<file path="src/rtl/cpu_axil_data_bridge.sv">
// CPU data-port to AXI4-Lite master bridge.
// Each accepted load/store becomes one AXI4-Lite transaction. Store data and
// strobes are shifted onto the addressed byte lanes. Load data is extracted
// from the addressed lane and sign- or zero-extended. Misaligned or illegal
// requests complete with an error and generate no bus activity.
//
// Handshake rule on every AXI channel: a transfer happens on the rising edge
// where valid and ready are both high. Once a valid is raised it stays high,
// with its payload stable, until that edge.
module cpu_axil_data_bridge #(
    parameter int ADDR_W         = 32,
    parameter bit RESP_ERR_CHECK = 1'b1
) (
    input  logic              aclk,
    input  logic              aresetn,
    // CPU data port
    input  logic [ADDR_W-1:0] cpu_addr,
    input  logic [31:0]       cpu_wdata,
    input  logic              cpu_en,
    input  logic [3:0]        cpu_we,
    input  logic [1:0]        cpu_ld_size,
    input  logic              cpu_ld_unsigned,
    output logic [31:0]       cpu_rdata,
    output logic              cpu_done,
    output logic              cpu_err,
    output logic              cpu_busy,
    // AXI write address channel
    output logic [ADDR_W-1:0] m_awaddr,
    output logic              m_awvalid,
    input  logic              m_awready,
    // AXI write data channel
    output logic [31:0]       m_wdata,
    output logic [3:0]        m_wstrb,
    output logic              m_wvalid,
    input  logic              m_wready,
    // AXI write response channel
    input  logic [1:0]        m_bresp,
    input  logic              m_bvalid,
    output logic              m_bready,
    // AXI read address channel
    output logic [ADDR_W-1:0] m_araddr,
    output logic              m_arvalid,
    input  logic              m_arready,
    // AXI read data channel
    input  logic [31:0]       m_rdata,
    input  logic [1:0]        m_rresp,
    input  logic              m_rvalid,
    output logic              m_rready
);

    typedef enum logic [2:0] {
        S_IDLE    = 3'd0,
        S_ERR     = 3'd1,
        S_WR      = 3'd2,
        S_WR_RESP = 3'd3,
        S_RD_ADDR = 3'd4,
        S_RD_DATA = 3'd5
    } state_t;

    state_t            state_q;
    logic [1:0]        lane_q;
    logic [1:0]        size_q;
    logic              unsigned_q;

    logic [1:0]        lane_d;
    logic              misaligned_d;
    logic [ADDR_W-1:0] word_addr_d;
    logic [31:0]       wdata_d;
    logic [3:0]        wstrb_d;
    logic [31:0]       rshift_d;
    logic [31:0]       rdata_d;
    logic              b_err_d;
    logic              r_err_d;

    // Only bit 1 of a response distinguishes OKAY/EXOKAY from SLVERR/DECERR.
    logic              unused_resp_lsbs;
    assign unused_resp_lsbs = m_bresp[0] ^ m_rresp[0];

    assign cpu_busy = (state_q != S_IDLE);
    assign b_err_d  = RESP_ERR_CHECK & m_bresp[1];
    assign r_err_d  = RESP_ERR_CHECK & m_rresp[1];

    // Decode the incoming request: lane placement and legality.
    always_comb begin
        lane_d       = cpu_addr[1:0];
        word_addr_d  = {cpu_addr[ADDR_W-1:2], 2'b00};
        wdata_d      = cpu_wdata << {lane_d, 3'b000};
        wstrb_d      = cpu_we << lane_d;
        misaligned_d = 1'b0;
        if (cpu_we != 4'b0000) begin
            case (cpu_we)
                4'b0001: misaligned_d = 1'b0;
                4'b0011: misaligned_d = lane_d[0];
                4'b1111: misaligned_d = (lane_d != 2'b00);
                default: misaligned_d = 1'b1;
            endcase
        end else begin
            case (cpu_ld_size)
                2'b00:   misaligned_d = 1'b0;
                2'b01:   misaligned_d = lane_d[0];
                2'b10:   misaligned_d = (lane_d != 2'b00);
                default: misaligned_d = 1'b1;
            endcase
        end
    end

    // Pick the addressed byte/half out of the read beat and extend it.
    always_comb begin
        rshift_d = m_rdata >> {lane_q, 3'b000};
        case (size_q)
            2'b00: rdata_d = unsigned_q ? {24'h0, rshift_d[7:0]}
                                        : {{24{rshift_d[7]}}, rshift_d[7:0]};
            2'b01: rdata_d = unsigned_q ? {16'h0, rshift_d[15:0]}
                                        : {{16{rshift_d[15]}}, rshift_d[15:0]};
            default: rdata_d = m_rdata;
        endcase
    end

    // Request FSM with all CPU and AXI outputs registered.
    always_ff @(posedge aclk or negedge aresetn) begin
        if (!aresetn) begin
            state_q    <= S_IDLE;
            lane_q     <= 2'b00;
            size_q     <= 2'b00;
            unsigned_q <= 1'b0;
            cpu_rdata  <= '0;
            cpu_done   <= 1'b0;
            cpu_err    <= 1'b0;
            m_awaddr   <= '0;
            m_awvalid  <= 1'b0;
            m_wdata    <= '0;
            m_wstrb    <= '0;
            m_wvalid   <= 1'b0;
            m_bready   <= 1'b0;
            m_araddr   <= '0;
            m_arvalid  <= 1'b0;
            m_rready   <= 1'b0;
        end else begin
            cpu_done <= 1'b0;
            cpu_err  <= 1'b0;
            case (state_q)
                S_IDLE: begin
                    if (cpu_en) begin
                        lane_q     <= lane_d;
                        size_q     <= cpu_ld_size;
                        unsigned_q <= cpu_ld_unsigned;
                        if (misaligned_d) begin
                            state_q <= S_ERR;
                        end else if (cpu_we != 4'b0000) begin
                            state_q   <= S_WR;
                            m_awaddr  <= word_addr_d;
                            m_wdata   <= wdata_d;
                            m_wstrb   <= wstrb_d;
                            m_awvalid <= 1'b1;
                            m_wvalid  <= 1'b1;
                        end else begin
                            state_q   <= S_RD_ADDR;
                            m_araddr  <= word_addr_d;
                            m_arvalid <= 1'b1;
                        end
                    end
                end
                S_ERR: begin
                    cpu_done <= 1'b1;
                    cpu_err  <= 1'b1;
                    state_q  <= S_IDLE;
                end
                S_WR: begin
                    // AW and W retire independently; move on once both have.
                    if (m_awvalid && m_awready) m_awvalid <= 1'b0;
                    if (m_wvalid && m_wready)   m_wvalid  <= 1'b0;
                    if ((!m_awvalid || m_awready) && (!m_wvalid || m_wready)) begin
                        m_bready <= 1'b1;
                        state_q  <= S_WR_RESP;
                    end
                end
                S_WR_RESP: begin
                    if (m_bvalid) begin
                        m_bready <= 1'b0;
                        cpu_done <= 1'b1;
                        cpu_err  <= b_err_d;
                        state_q  <= S_IDLE;
                    end
                end
                S_RD_ADDR: begin
                    if (m_arready) begin
                        m_arvalid <= 1'b0;
                        m_rready  <= 1'b1;
                        state_q   <= S_RD_DATA;
                    end
                end
                S_RD_DATA: begin
                    // Load data is captured even when the slave reports an error.
                    if (m_rvalid) begin
                        m_rready  <= 1'b0;
                        cpu_rdata <= rdata_d;
                        cpu_done  <= 1'b1;
                        cpu_err   <= r_err_d;
                        state_q   <= S_IDLE;
                    end
                end
                default: state_q <= S_IDLE;
            endcase
        end
    end

endmodule

</file>
<file path="config.mk">
export PLATFORM = sky130hd
export DESIGN_NAME = cpu_axil_data_bridge
export DESIGN_NICKNAME = d
export VERILOG_FILES = /design/src/rtl/cpu_axil_data_bridge.sv
export SDC_FILE = /design/constraint.sdc
export NUM_CORES = 1
export LEC_CHECK = 0
export ABC_AREA = 1
export CAP_MARGIN = 20
export CELL_PAD_IN_SITES_DETAIL_PLACEMENT = 0
export CELL_PAD_IN_SITES_GLOBAL_PLACEMENT = 1
export CORE_AREA = 2 2 157 159
export CTS_CLUSTER_SIZE = 24
export DETAILED_ROUTE_END_ITERATION = 10
export DIE_AREA = 0 0 159 161
export PLACE_DENSITY_LB_ADDON = 0.1
export SYNTH_ARGS = -nofsm -noshare
export SYNTH_HDL_FRONTEND = slang
export SYNTH_SLANG_ARGS = --single-unit
</file>
<file path="constraint.sdc">
create_clock -name aclk -period 1.7 [get_ports aclk]
set_input_delay 0.34 -clock aclk [delete_from_list [all_inputs] [get_ports aclk]]
set_output_delay 0.34 -clock aclk [all_outputs]
set_load 0.005 [all_outputs]
</file>
==> impl_table.tex, run 1 <==
\begin{tabular}{lr}
\hline
Metric & Value \\
\hline
\multicolumn{2}{l}{\textbf{Floorplanning}} \\
Standard-cell rows & 57 \\
Die Outline Area & 0.0256 mm2 \\
Die Width & 159 um \\
Number of placed I/O pins & 255 \\
Vertical die dimension & 161 um \\
Initial core utilization & 0.296 \\
Area of the core & 0.0240 mm2 \\
\multicolumn{2}{l}{\textbf{Timing}} \\
Final min period & 1.68 ns \\
Final Slew Violations & 0 \\
Max Clock Freq & 0.596 GHz \\
Share of the cycle needed by the critical path after routing & 0.987 \\
Number of endpoints with negative hold slack in the final report & 0 \\
Tightest slew margin relative to the limit & 0.610 \\
Slack of the critical path & 0.0213 ns \\
Transition time at the pin with the least slew margin & 0.584 ns \\
Count of endpoints failing setup in the final report & 0 \\
Accumulated negative setup slack & 0 ns \\
Setup repair after global routing missed its margin & false \\
Setup clock skew after layout & 0.0158 ns \\
\multicolumn{2}{l}{\textbf{Clock tree}} \\
Clock root cell & sky130\_fd\_sc\_hd\_\_clkbuf\_16 \\
Worst skew pair latency & 0.43 ns \\
Clock Tree Buf Depth & 2 \\
Clk pin slew, worst setup/hold paths & 0.07 ns \\
Total clock sinks & 143 \\
CTS Buf Count & 17 \\
Number of levels the H-tree was split into & 4 \\
CTS tree & done \\
\multicolumn{2}{l}{\textbf{Global route}} \\
Sum of overflow across all layers after global routing & 0 \\
Via count of the first global-routing pass & 6721 \\
Global-route wire length before repair & 36000 um \\
Overall track demand over capacity in global routing & 0.176 \\
Pin count of the biggest net entering global routing & 55 \\
Initial antenna violation count & 1 \\
\multicolumn{2}{l}{\textbf{Routing}} \\
Ratio of routed vias to standard cells & 4.39 \\
Routed length per instance & 14.6 um \\
Total Routed Length & 22200 um \\
DRC violations left & 0 \\
Vias & 6682 \\
First-iteration detailed-routing DRC count & 279 \\
Pre-antenna DRT Iters & 4 \\
Post-route ant nets & 0 \\
\multicolumn{2}{l}{\textbf{Synthesis}} \\
Synth async-reset ratio & 1.00 \\
Mapped Avg Cell Area & 7.80 um2 \\
EDFF count, synth & 0 \\
Leading cell types by total area after synthesis & sky130\_fd\_sc\_hd\_\_dfrtp\_1 50\%, sky130\_fd\_sc\_hd\_\_nand2\_1 16\%, sky130\_fd\_sc\_hd\_\_inv\_1 5.0\%, sky130\_fd\_sc\_hd\_\_o21ai\_1 4.4\%, sky130\_fd\_sc\_hd\_\_o21ai\_0 4.1\% \\
Synth top area share & 0.504 \\
Share of synthesized area occupied by flip-flops and latches & 0.504 \\
Cell count after synthesis & 909 \\
Synth Warn \# & 0 \\
Number of storage elements in the synthesis netlist & 143 \\
Distinct cells, synth & 29 \\
Biggest area consumer among synthesized cells & sky130\_fd\_sc\_hd\_\_dfrtp\_1 \\
Most common flop cell mapped by yosys & sky130\_fd\_sc\_hd\_\_dfrtp\_1 \\
Netlist area before placement & 0.00709 mm2 \\
\multicolumn{2}{l}{\textbf{Place}} \\
Global placement routability congestion & 0.795 \\
Sum of net half-perimeters after detailed placement & 16300 um \\
Worst Setup Slack post-DPL & -0.366 ns \\
Cell count after placement & 1485 \\
Input/output buffers & 248 \\
\multicolumn{2}{l}{\textbf{Power and ir drop}} \\
Pwr/cell area & 1500 mW/mm2 \\
Maximum vdd drop & 0.619 mV \\
Leakage power summed over all cells & 5.51 nW \\
\multicolumn{2}{l}{\textbf{Critical path}} \\
Worst stage delay on the critical path & 0.53 ns \\
Worst setup EP type & output port \\
Family of cells with the greatest summed delay on the critical path & buffers and inverters \\
Critical path buffers and inverters & 1 \\
Top fanout value on the critical path & 2 \\
Worst endpoint data arrival time & 1.34 ns \\
Required arrival time at the worst endpoint & 1.36 ns \\
CP max-delay cell & sky130\_fd\_sc\_hd\_\_clkdlybuf4s50\_1 \\
Startpoint type of the worst setup path & flip-flop \\
CP cell instances & clkdlybuf4s50\_1 \\
Critical path class & reg2out \\
\multicolumn{2}{l}{\textbf{Final layout}} \\
Post-route non-filler standard cell count & 1521 \\
Synthesis-to-finish area growth & 54.2\% \\
Layout cells sized above 1 & 0.106 \\
Net count of the finished layout & 1298 \\
Leading cell types in the layout, fill and taps excluded & 296 x sky130\_fd\_sc\_hd\_\_nand2\_1, 219 x sky130\_fd\_sc\_hd\_\_clkdlybuf4s50\_1, 143 x sky130\_fd\_sc\_hd\_\_dfrtp\_1 \\
Leading cell type in the layout, fill and taps excluded & sky130\_fd\_sc\_hd\_\_nand2\_1 \\
\multicolumn{2}{l}{\textbf{Min path}} \\
Worst Hold Class & in2async \\
\multicolumn{2}{l}{\textbf{Outcome}} \\
Result of the run & completed \\
\multicolumn{2}{l}{\textbf{Job}} \\
Max Cap Violations & 0 \\
\hline
\end{tabular}
[logic make-up after synthesis]
kind of cell / count (synthesis) / synth area share
simple gates: 418 / 0.245
compound gates: 190 / 0.152
buf+inv: 156 / 0.0968
flops: 143 / 0.504
mux: 1 / 0.00141
other cells: 1 / 0.000529
[per-layer routing]
layer  track usage  wire length [um]  vias up  part of all wire
met4        0.0455               273        0             0.012
met1         0.223              9680     3029              0.44
met3        0.0660              1980       12             0.089
li1              -                 -     3429                 -
met5             0                 0        -                 0
met2         0.287             10200      212              0.46
[sequential cells by signal (all words and copies together) (netlist names), 2 cells and up]
| name | count |
|---|---|
| lane_q | 2 |
| m_araddr | 30 |
| m_wstrb | 4 |
| m_wdata | 32 |
| state_q | 3 |
| m_awaddr | 30 |
| cpu_rdata | 32 |
| size_q | 2 |
[what timing repair did]
item / 4_1_cts / 5_1_grt
gates resized for setup: 10 / 25
setup buffers: 0 / 2
hold endpoints to repair: 29 / 0
endpoints found under the setup margin: 6 / 39
hold buffers: 1 / 0
pin swaps: 1 / 0
[synth_stat cells (2+ instances only)]
cell	n
sky130_fd_sc_hd__nand2_1	297
sky130_fd_sc_hd__dfrtp_1	143
sky130_fd_sc_hd__inv_1	95
sky130_fd_sc_hd__o21ai_1	63
sky130_fd_sc_hd__o21ai_0	58
sky130_fd_sc_hd__nand3_1	56
sky130_fd_sc_hd__nor2_1	36
sky130_fd_sc_hd__o21a_1	31
sky130_fd_sc_hd__clkbuf_1	20
sky130_fd_sc_hd__a21oi_1	19
sky130_fd_sc_hd__or2_2	18
sky130_fd_sc_hd__buf_2	17
sky130_fd_sc_hd__o211ai_1	16
sky130_fd_sc_hd__buf_6	8
sky130_fd_sc_hd__inv_2	7
sky130_fd_sc_hd__buf_4	5
sky130_fd_sc_hd__buf_1	3
sky130_fd_sc_hd__nand3_2	3
sky130_fd_sc_hd__nor2_4	3
sky130_fd_sc_hd__nor2_2	2
[final timing paths]
check	startpoint	to	slack, ns	cells past startpoint
max	m_wdata[16]$_DFFE_PN0P_	m_wdata[16]	0.02	1
min	aresetn	cpu_rdata[21]$_DFFE_PN0P_	0.39	2
max reg2reg	state_q[0]$_DFFE_PN0P_	m_araddr[9]$_DFFE_PN0P_	0.15	9
min reg2reg	cpu_rdata[15]$_DFFE_PN0P_	cpu_rdata[15]$_DFFE_PN0P_	0.48	2
max in group asynchronous	aresetn	m_bready$_DFFE_PN0P_	0.74	3
min in group aclk	cpu_addr[12]	m_awaddr[12]$_DFFE_PN0P_	0.47	3
[per-stage QoR]
step	cell area (um2)	utilization	hold WS (ns)	power [mW]
CTS	10900	0.453	0.399	16.8
finish	10900	0.456	0.394	16.4
detailed placement	10300	0.429	0.287	13.0
global route	10900	0.456	0.414	17.7
global placement	10300	0.429	0.284	12.9
floorplan	7100	-	0.0444	8.58
[area by class of cell]
type	instances	area [um2]
diodes	1	2.50
clock buffers	18	439
clock inverters	14	140
fillers	2463	13000
inverters	102	385
multi-input cells	613	2860
flip-flops and latches	143	3580
well taps	324	405
repair buffers	306	3130
[power breakdown]
part	switching, mW	internal, mW	leakage, nW
sequential	0.807	4.87	1.83
clock	1.72	1.99	0.280
combinational	3.01	4.03	3.40
total	5.53	10.9	5.51
Note: power is estimated with default switching activity, not from simulation.
==> run 2, diff against run 1 <==
--- a/config.mk
+++ b/config.mk
@@ -6,6 +6,7 @@
 export NUM_CORES = 1
 export LEC_CHECK = 0
 export ABC_AREA = 1
+export ABC_CLOCK_PERIOD_IN_PS = 1700
 export CAP_MARGIN = 20
 export CELL_PAD_IN_SITES_DETAIL_PLACEMENT = 0
 export CELL_PAD_IN_SITES_GLOBAL_PLACEMENT = 1
==> results of run 2 <==
Same layout as run 1: the final DEF is identical, and so are final timing and power.
==> run 3, diff against run 2 <==
--- a/config.mk
+++ b/config.mk
@@ -7,7 +7,6 @@
 export LEC_CHECK = 0
 export ABC_AREA = 1
 export ABC_CLOCK_PERIOD_IN_PS = 1700
-export CAP_MARGIN = 20
 export CELL_PAD_IN_SITES_DETAIL_PLACEMENT = 0
 export CELL_PAD_IN_SITES_GLOBAL_PLACEMENT = 1
 export CORE_AREA = 2 2 157 159
==> results of run 3 <==
Same layout as run 1: the final DEF is identical, and so are final timing and power.
